[src/rtl/seq_dtree_classifier.sv]
// rtl/seq_dtree_classifier.sv - time-multiplexed runtime-programmable decision-tree classifier
//
// Walks a register-based node table one node per clock with a single shared
// comparator and returns the class index of the leaf it reaches.
//
// Ports:
//   clk, rst_n      clock, asynchronous active-low reset (also clears the node table)
//   in_valid/ready  feature-vector handshake; in_feat holds N_FEAT packed features
//   out_valid/ready result handshake; out_class = class index, out_err = walk aborted
//   cfg_we/addr/data node-table write port, honoured only while cfg_busy is low
//
// Node word, MSB to LSB: internal, feat_sel, shift, thr, left, right.
// Leaf class is thr[CLASS_W-1:0]; internal nodes test (feat >> shift) <= thr.
module seq_dtree_classifier #(
  parameter int N_FEAT    = 5,
  parameter int FEAT_W    = 8,
  parameter int N_NODES   = 32,
  parameter int NODE_W    = $clog2(N_NODES),
  parameter int CLASS_W   = 5,
  parameter int MAX_DEPTH = 8,
  parameter int FSEL_W    = $clog2(N_FEAT),
  parameter int SH_W      = $clog2(FEAT_W),
  parameter int NW        = 1 + FSEL_W + SH_W + FEAT_W + 2 * NODE_W
) (
  input  logic                     clk,
  input  logic                     rst_n,
  input  logic                     in_valid,
  output logic                     in_ready,
  input  logic [N_FEAT*FEAT_W-1:0] in_feat,
  output logic                     out_valid,
  input  logic                     out_ready,
  output logic [CLASS_W-1:0]       out_class,
  output logic                     out_err,
  input  logic                     cfg_we,
  input  logic [NODE_W-1:0]        cfg_addr,
  input  logic [NW-1:0]            cfg_data,
  output logic                     cfg_busy
);

  localparam int DEPTH_W = $clog2(MAX_DEPTH + 1);

  typedef enum logic [1:0] {
    IDLE = 2'd0,
    WALK = 2'd1,
    DONE = 2'd2
  } state_t;

  state_t                     state_q, state_d;
  logic [NODE_W-1:0]          node_q, node_d;
  logic [DEPTH_W-1:0]         depth_q, depth_d;
  logic [N_FEAT*FEAT_W-1:0]   feat_q, feat_d;
  logic [CLASS_W-1:0]         class_q, class_d;
  logic                       err_q, err_d;
  logic [NW-1:0]              table_q [N_NODES];
  logic [NW-1:0]              table_d [N_NODES];

  // Decoded fields of the node currently being evaluated.
  logic [NW-1:0]     word;
  logic              w_internal;
  logic [FSEL_W-1:0] w_fsel;
  logic [SH_W-1:0]   w_shift;
  logic [FEAT_W-1:0] w_thr;
  logic [NODE_W-1:0] w_left;
  logic [NODE_W-1:0] w_right;

  logic [FEAT_W-1:0] sel_feat;
  logic [FEAT_W-1:0] shifted;
  logic              go_left;
  logic [NODE_W-1:0] child;
  logic              fsel_bad;
  logic              child_bad;
  logic              depth_hit;
  logic              addr_ok;

  always_comb begin
    word       = table_q[node_q];
    w_internal = word[NW-1];
    w_fsel     = word[NW-2 -: FSEL_W];
    w_shift    = word[NW-2-FSEL_W -: SH_W];
    w_thr      = word[2*NODE_W +: FEAT_W];
    w_left     = word[NODE_W +: NODE_W];
    w_right    = word[0 +: NODE_W];
  end

  // Feature mux: an out-of-range select yields zero here, but the walk
  // flags it as an error before the comparison result is ever used.
  always_comb begin
    sel_feat = '0;
    for (int i = 0; i < N_FEAT; i++) begin
      if (w_fsel == FSEL_W'(i)) sel_feat = feat_q[i*FEAT_W +: FEAT_W];
    end
  end

  always_comb begin
    shifted   = sel_feat >> w_shift;
    go_left   = (shifted <= w_thr);
    child     = go_left ? w_left : w_right;
    // Widened by one bit so the bounds stay meaningful for any parameter set.
    fsel_bad  = ({1'b0, w_fsel} >= (FSEL_W + 1)'(N_FEAT));
    child_bad = ({1'b0, child} >= (NODE_W + 1)'(N_NODES));
    depth_hit = (depth_q == DEPTH_W'(MAX_DEPTH));
    addr_ok   = ({1'b0, cfg_addr} < (NODE_W + 1)'(N_NODES));
  end

  always_comb begin
    state_d = state_q;
    node_d  = node_q;
    depth_d = depth_q;
    feat_d  = feat_q;
    class_d = class_q;
    err_d   = err_q;
    for (int i = 0; i < N_NODES; i++) table_d[i] = table_q[i];

    case (state_q)
      IDLE: begin
        // A write in the acceptance cycle lands before the first WALK read.
        if (cfg_we && addr_ok) table_d[cfg_addr] = cfg_data;
        if (in_valid) begin
          feat_d  = in_feat;
          node_d  = '0;
          depth_d = '0;
          state_d = WALK;
        end
      end
      WALK: begin
        if (!w_internal) begin
          class_d = w_thr[CLASS_W-1:0];
          err_d   = 1'b0;
          state_d = DONE;
        end else if (fsel_bad || child_bad || depth_hit) begin
          class_d = '0;
          err_d   = 1'b1;
          state_d = DONE;
        end else begin
          node_d  = child;
          depth_d = depth_q + 1'b1;
        end
      end
      DONE: begin
        if (out_ready) state_d = IDLE;
      end
      default: state_d = IDLE;
    endcase
  end

  always_ff @(posedge clk or negedge rst_n) begin
    if (!rst_n) begin
      state_q <= IDLE;
      node_q  <= '0;
      depth_q <= '0;
      feat_q  <= '0;
      class_q <= '0;
      err_q   <= 1'b0;
      for (int i = 0; i < N_NODES; i++) table_q[i] <= '0;
    end else begin
      state_q <= state_d;
      node_q  <= node_d;
      depth_q <= depth_d;
      feat_q  <= feat_d;
      class_q <= class_d;
      err_q   <= err_d;
      for (int i = 0; i < N_NODES; i++) table_q[i] <= table_d[i];
    end
  end

  assign in_ready  = (state_q == IDLE);
  assign out_valid = (state_q == DONE);
  assign cfg_busy  = (state_q != IDLE);
  assign out_class = class_q;
  assign out_err   = err_q;

endmodule

[config.mk]
export PLATFORM = sky130hd
export DESIGN_NAME = seq_dtree_classifier
export DESIGN_NICKNAME = d
export VERILOG_FILES = /design/src/rtl/seq_dtree_classifier.sv
export SDC_FILE = /design/constraint.sdc
export NUM_CORES = 1
export LEC_CHECK = 0
export ABC_AREA = 1
export CAP_MARGIN = 30
export CORE_MARGIN = 3
export CORE_UTILIZATION = 43
export CTS_CLUSTER_DIAMETER = 60
export CTS_CLUSTER_SIZE = 28
export DETAILED_ROUTE_END_ITERATION = 10
export PLACE_DENSITY = 0.56
export SYNTH_ARGS = -nofsm -noshare
export SYNTH_HDL_FRONTEND = slang
export SYNTH_SLANG_ARGS = --single-unit
[constraint.sdc]
create_clock -name clk -period 4.8 [get_ports clk]
set_clock_uncertainty 0.1 [all_clocks]
set_input_delay 0.96 -clock clk [delete_from_list [all_inputs] [get_ports clk]]
set_output_delay 0.96 -clock clk [all_outputs]
set_load 0.02 [all_outputs]
Yosys cells after proc, flatten, opt, wreduce, memory -nomap -nowiden
Cells that the tools add are included.
{"block": "classes", "n_addsub": 1, "mul": 0, "n_div": 0, "n_lt_le_gt_ge": 5, "eq_ne": 13, "shifts": 1, "muxes": 29, "bitwise": 2, "n_reduce_logical": 11}
{"cell": "$bwmux 800", "count": 1}
{"cell": "$bmux 25 s5", "count": 1}
{"cell": "$demux 25 s5", "count": 1}
{"cell": "$mux 25", "count": 3}
{"cell": "$mux 8", "count": 5}
{"cell": "$mux 5", "count": 6}
{"cell": "$ge 6x6->1 const B", "count": 2}
{"cell": "$mux 4", "count": 3}
{"cell": "$not 5->6", "count": 2}
{"cell": "$pmux 5 s2", "count": 1}
{"cell": "$le 8x8->1", "count": 1}
{"cell": "$mux 2", "count": 4}
{"cell": "$pmux 4 s2", "count": 1}
{"cell": "$shr 8x3->8", "count": 1}
{"cell": "$eq 3x2->1 const B", "count": 2}
{"cell": "$lt 6x1->1 const B", "count": 1}
{"cell": "$ne 2x2->1 const B", "count": 3}
{"cell": "$pmux 2 s3", "count": 1}
{"cell": "$reduce_and 2->1", "count": 3}
{"cell": "$add 4x1->4 const B", "count": 1}
{"cell": "$eq 4x4->1 const B", "count": 1}
{"cell": "$ne 2x1->1 const B", "count": 2}
{"cell": "$reduce_and 4->1", "count": 1}
{"cell": "$reduce_bool 2->1", "count": 2}
{"cell": "other kinds (12)", "count": 13}
{"block": "word_totals", "regBits": 857, "latchBits": 0, "ramBits": 0, "romBits": 0, "in_bits": 75, "out_inout_bits": 9, "elab_cells": 100, "mem_count": 0}

Logic depth before layout (Yosys ltp)
{"block": "logic_depth", "word_depth": 16, "depth_mapped": 32, "depth_no_buf": 30}

Worst setup path before layout
No wires, ideal clock.
{"block": "synth_path", "path_kind": "flip-flop to flip-flop", "from": "register node_q[0]", "to": "register node_q[4]", "setup_time_ps": 133, "arrival_time_ps": 3400, "required_time_ps": 4567, "setup_slack_ps": 1167, "path_stages_with_launch": 26, "path_buffers": 4, "period_less_slack_ps": 3633, "cell_sequence": "dfrtp_1 -> buf_6 -> inv_6 -> buf_6 -> buf_8 -> buf_6 -> nand2_1 -> a32o_1 -> o211ai_2 -> nand2_1 -> o21ai_4 -> inv_4 -> nand2_1 -> nand3_1 -> nand2_1 -> a21boi_1 -> ha_1 -> nand2_1 -> o21ai_0 -> nand2_1 -> a32oi_1 -> inv_1 -> nand2_1 -> o211ai_1 -> o21ai_0 -> a21oi_1"}
{"block": "synth_between", "elab_chain_cells": 16, "elab_cells_between_ends": 25, "cone_classes": "order compare (2); eq/ne (6); shift (1); mux (12); bitwise (1); reduce/logical (3)"}
{"item": "from (decl)", "line": "49", "text": "logic [NODE_W-1:0] node_q, node_d;"}
{"item": "from (signal assigned)", "line": "157", "text": "node_q <= node_d;"}
{"item": "$not 5->6 (implied by the code) (*)", "line": "76", "text": "word = table_q[node_q];"}
{"item": "$bmux 25 s5 (*)", "line": "76"}
{"item": "$mux 25 (implied by the code) (*) (2 in a row)", "line": "76"}
{"item": "$logic_not 3->1", "line": "90", "text": "if (w_fsel == FSEL_W'(i)) sel_feat = feat_q[i*FEAT_W +: FEAT_W];"}
{"item": "$mux 8 (5 in a row)", "line": "90"}
{"item": "$shr 8x3->8", "line": "95", "text": "shifted = sel_feat >> w_shift;"}
{"item": "$le 8x8->1", "line": "96", "text": "go_left = (shifted <= w_thr);"}
{"item": "$mux 5", "line": "97", "text": "child = go_left ? w_left : w_right;"}
{"item": "$mux 5", "line": "130", "text": "end else if (fsel_bad || child_bad || depth_hit) begin"}
{"item": "$mux 5", "line": "126", "text": "if (!w_internal) begin"}
{"item": "$pmux 5 s2", "line": "114", "text": "case (state_q)"}
Every way passes the cells marked *; elsewhere a longest branch is shown, timed or not. The select of a mux whose other input is x is not followed.
A chain may end at the register's enable or synchronous reset.

Final worst setup path
{"block": "layout_path", "from": "register node_q[0]", "to": "register node_q[2]"}
Same word-level chain as after synthesis.

==> results.py <==
metrics = {
    "clock_tree": {
        "cts-resized-gates": 0,
        "tritoncts": "done",
        "clock_path_buffers": 3,
        "clkSlewWorstSetupHoldPaths_ns": 0.08,
        "clk_latency_ns": 0.64,
        "cts_num_sinks": 857,
        "ctsRootBufferMaster": "clkbuf_16",
        "h-tree-depth": 3,
        "postCtsHoldBufs": 0,
        "cts_setup_buffers": 0,
        "cts_made_buffers": 77,
    },
    "timing": {
        "hold_viol": 0,
        "drv_slew": 0,
        "min_period_over_period_pct": 93.7,
        "min_period_ns": 4.50,
        "worst_pin_slew_ns": 1.07,
        "fmaxAchievable_mhz": 222,
        "tns_ns": 0,
        "setup_violations": 0,
        "maxSlewHeadroom_pct": 28.1,
        "rsz0062_at_grt": "false",
    },
    "drt": {
        "route.detailed.wl_per_inst_um": 21.9,
        "first_pass_iters": 6,
        "vias": 32100,
        "ant_nets": 0,
        "drcViolationCount": 0,
        "viasPerCell": 5.66,
        "drtIter0Drc": 3385,
        "wl_um": 124000,
    },
    "floorplanning": {
        "core_um2": 88900,
        "fp-row-count": 109,
        "pin_count": 84,
        "start_util_pct": 43.7,
        "dieArea_um2": 93900,
        "die_h_um": 306,
        "die_x_um": 306,
    },
    "critical_path": {
        "cpPeakStageDelay_ns": 0.58,
        "cp_data_arrival_time_ns": 4.90,
        "cp_cell_sequence": "buf_12 -> buf_12 -> o21ai_0 -> o22ai_1 -> o21ai_0 -> o21ai_0 -> nand2_1 -> o21ai_2 -> inv_1 -> ha_1 -> a21oi_1 -> nor2_1 -> a211oi_1 -> a32oi_2 -> buf_4 -> inv_1 -> nand2_1 -> o21bai_1 -> nand4_1 -> o21ai_1",
        "crit_fanout": 100,
        "slowest_stage": "dfrtp_4",
        "r2r_setup_slack_ns": 0.30,
        "path_class": "reg -> reg",
        "crit_cells": 20,
        "cp-start-kind": "flip-flop",
        "crit_path_frequent_cell": "o21ai_0",
        "cp_num_buf_inv": 5,
        "reg2reg_depth": 20,
        "worstPathRequired_ns": 5.21,
        "cp-end-kind": "flip-flop",
        "cp_top_family": "compound AO/OA/AOI/OAI gates",
    },
    "power": {
        "power.leakage_uw": 0.0194,
        "power_density_nw_per_um2": 697,
        "ir_drop_v": 0.000540,
    },
    "global_routing": {
        "grt_use_met3_pct": 4.01,
        "grt.busiest_layer": "met2",
        "antenna_found_initial": 1,
        "use_met1_pct": 39.2,
        "grt_use_met2_pct": 41.1,
        "grt_max_degree": 139,
        "grt_pass1_vias": 30400,
        "grt_pass1_wl_um": 192000,
        "grt_use_total_pct": 26.4,
        "grt_overflow_total": 0,
    },
    "logic_synthesis": {
        "synth_area_leader_cell": "dfrtp_1",
        "synth_cells": 4580,
        "avgSynthCellArea_um2": 8.48,
        "seq_area_frac_synth_pct": 55.2,
        "synth_nets": 4665,
        "synth.distinct_cells": 50,
        "synth.top_cell.area_share_pct": 55.2,
        "ys_seq_elements": 857,
        "ys_top_cells_by_area": "dfrtp_1 (55%), o21ai_0 (14%), nand2_1 (12%), nor2_1 (2.8%), clkbuf_1 (2.7%)",
        "ys_warn_count": 0,
        "netlist_area_um2": 38800,
    },
    "placement": {
        "dp_hpwl_um": 72100,
        "placed_area_um2": 40500,
        "gp_congestion": 0.815,
        "io_buffers": 83,
    },
    "layout": {
        "final_layout_size_suffix_gt1_share_pct": 7.24,
        "stdcell_area_um2": 43200,
        "n_antenna_cell": 0,
        "synthToLayoutAreaGrowth_pct": 11.4,
        "num-nets-final": 4529,
    },
    "worst_hold_path": {
        "hp-class": "in -> async",
    },
    "job": {
        "cap_violations": 0,
    },
    "run_status": {
        "status": "complete, no violations",
    },
}
## cells in the final DEF (no fill, tap or decap), drive strengths merged, types with 10 or more instances in the layout
cell type	Yosys	final
a21oi	101	101
a221oi	25	25
a32o	13	13
buf	135	120
clkbuf	283	88
clkdlybuf4s50	0	82
clkinv	1	14
dfrtp	857	857
ha	10	10
inv	78	103
nand2	1299	1299
nand3	163	163
nand4	12	12
nor2	293	293
nor3	13	13
o211ai	10	10
o21ai	1115	1115
o221ai	81	81
o22ai	47	47
## layer usage
layer	vias to the layer above	part of all wire, %
li1	15100	-
met1	15800	47
met2	956	45
met3	150	5.9
met4	0	2.1
met5	-	0
## area by class of cell
cell class | instances | area, um^2
clock inverters | 50 | 618
inverters | 79 | 335
fillers | 8641 | 45700
well taps | 1165 | 1460
repair buffers | 202 | 2150
repair inverters | 1 | 11.3
clock buffers | 88 | 2050
flip-flops and latches | 857 | 21500
multi-input cells | 3226 | 15200
## path summary, 6_finish.rpt
kind / start / to
max in group asynchronous: rst_n / table_q[599]
setup / recovery: node_q[0] / node_q[2]
setup reg to reg: node_q[0] / node_q[2]
min in group clk: table_q[554] / table_q[554]
hold / removal: rst_n / table_q[686]
hold reg to reg: table_q[554] / table_q[554]
## cells by family after synthesis
group	share of synthesized area (%)
and+or+nand+nor	18.2
buffers and inverters	5.96
DFF	55.2
xor gates and xnor gates	0.0226
adders and majority gates	0.322
AOI/OAI and AO/OA	20.2
## worst reg2reg max path, cell delays in order (launching register included)
cell and delay, ns:
dfrtp_4 0.58, buf_12 0.28, buf_12 0.41, o21ai_0 0.30, o22ai_1 0.18, o21ai_0 0.12, o21ai_0 0.35, nand2_1 0.11
o21ai_2 0.21, inv_1 0.12, ha_1 0.22, a21oi_1 0.14, nor2_1 0.05, a211oi_1 0.21, a32oi_2 0.13, buf_4 0.21
inv_1 0.18, nand2_1 0.09, o21bai_1 0.17, nand4_1 0.12, o21ai_1 0.07
## metrics by stage
| stage | hold slack [ns] | cells | util, % | setup WS (ns) | power (uW) |
|---|---|---|---|---|---|
| CTS | 0.143 | 5667 | 48.6 | 0.192 | 30100 |
| detailed placement | 0.365 | 5529 | 45.6 | 0.238 | 23400 |
| floorplan | 0.342 | 4580 | - | 1.17 | 19300 |
| global placement | 0.361 | 5525 | 45.5 | 0.245 | 23200 |
| global route | 0.158 | 5668 | 48.6 | 0.0249 | 32400 |
| finish | 0.159 | 5668 | 48.6 | 0.303 | 30100 |
## state kept, by name, summed over array words and instances (netlist names)
register   count
out_err        1
table_q      800
feat_q        40
out_class      5
depth_q        4
node_q         5
state_q        2
## synth_stat cells, drive strengths merged
| cell type | instances |
|---|---|
| o311ai | 2 |
| a22o | 6 |
| a32o | 13 |
| a221o | 4 |
| clkinv | 1 |
| nand2 | 1299 |
| xor2 | 1 |
| or2 | 1 |
| o221ai | 81 |
| dfrtp | 857 |
| o21ai | 1115 |
| clkbuf | 283 |
| a22oi | 5 |
| o21bai | 2 |
| nand3b | 1 |
| a221oi | 25 |
| a21boi | 1 |
| nand4 | 12 |
| a211oi | 1 |
| a21oi | 101 |
| nand3 | 163 |
| ha | 10 |
| buf | 135 |
| inv | 78 |
| o22ai | 47 |
| a32oi | 2 |
| nor2 | 293 |
| nor3 | 13 |
| o211ai | 10 |
| o31ai | 8 |
| and2 | 2 |
| a31oi | 8 |
## power by group
group | total, uW | internal (uW) | leakage [uW] | switching [uW]
registers | 10600 | 9400 | 0.0114 | 1220
logic | 12900 | 4610 | 0.00675 | 8310
clock network | 6600 | 3500 | 0.00128 | 3110
total | 30100 | 17500 | 0.0194 | 12600
No activity file was read; power rests on OpenSTA's default activity.
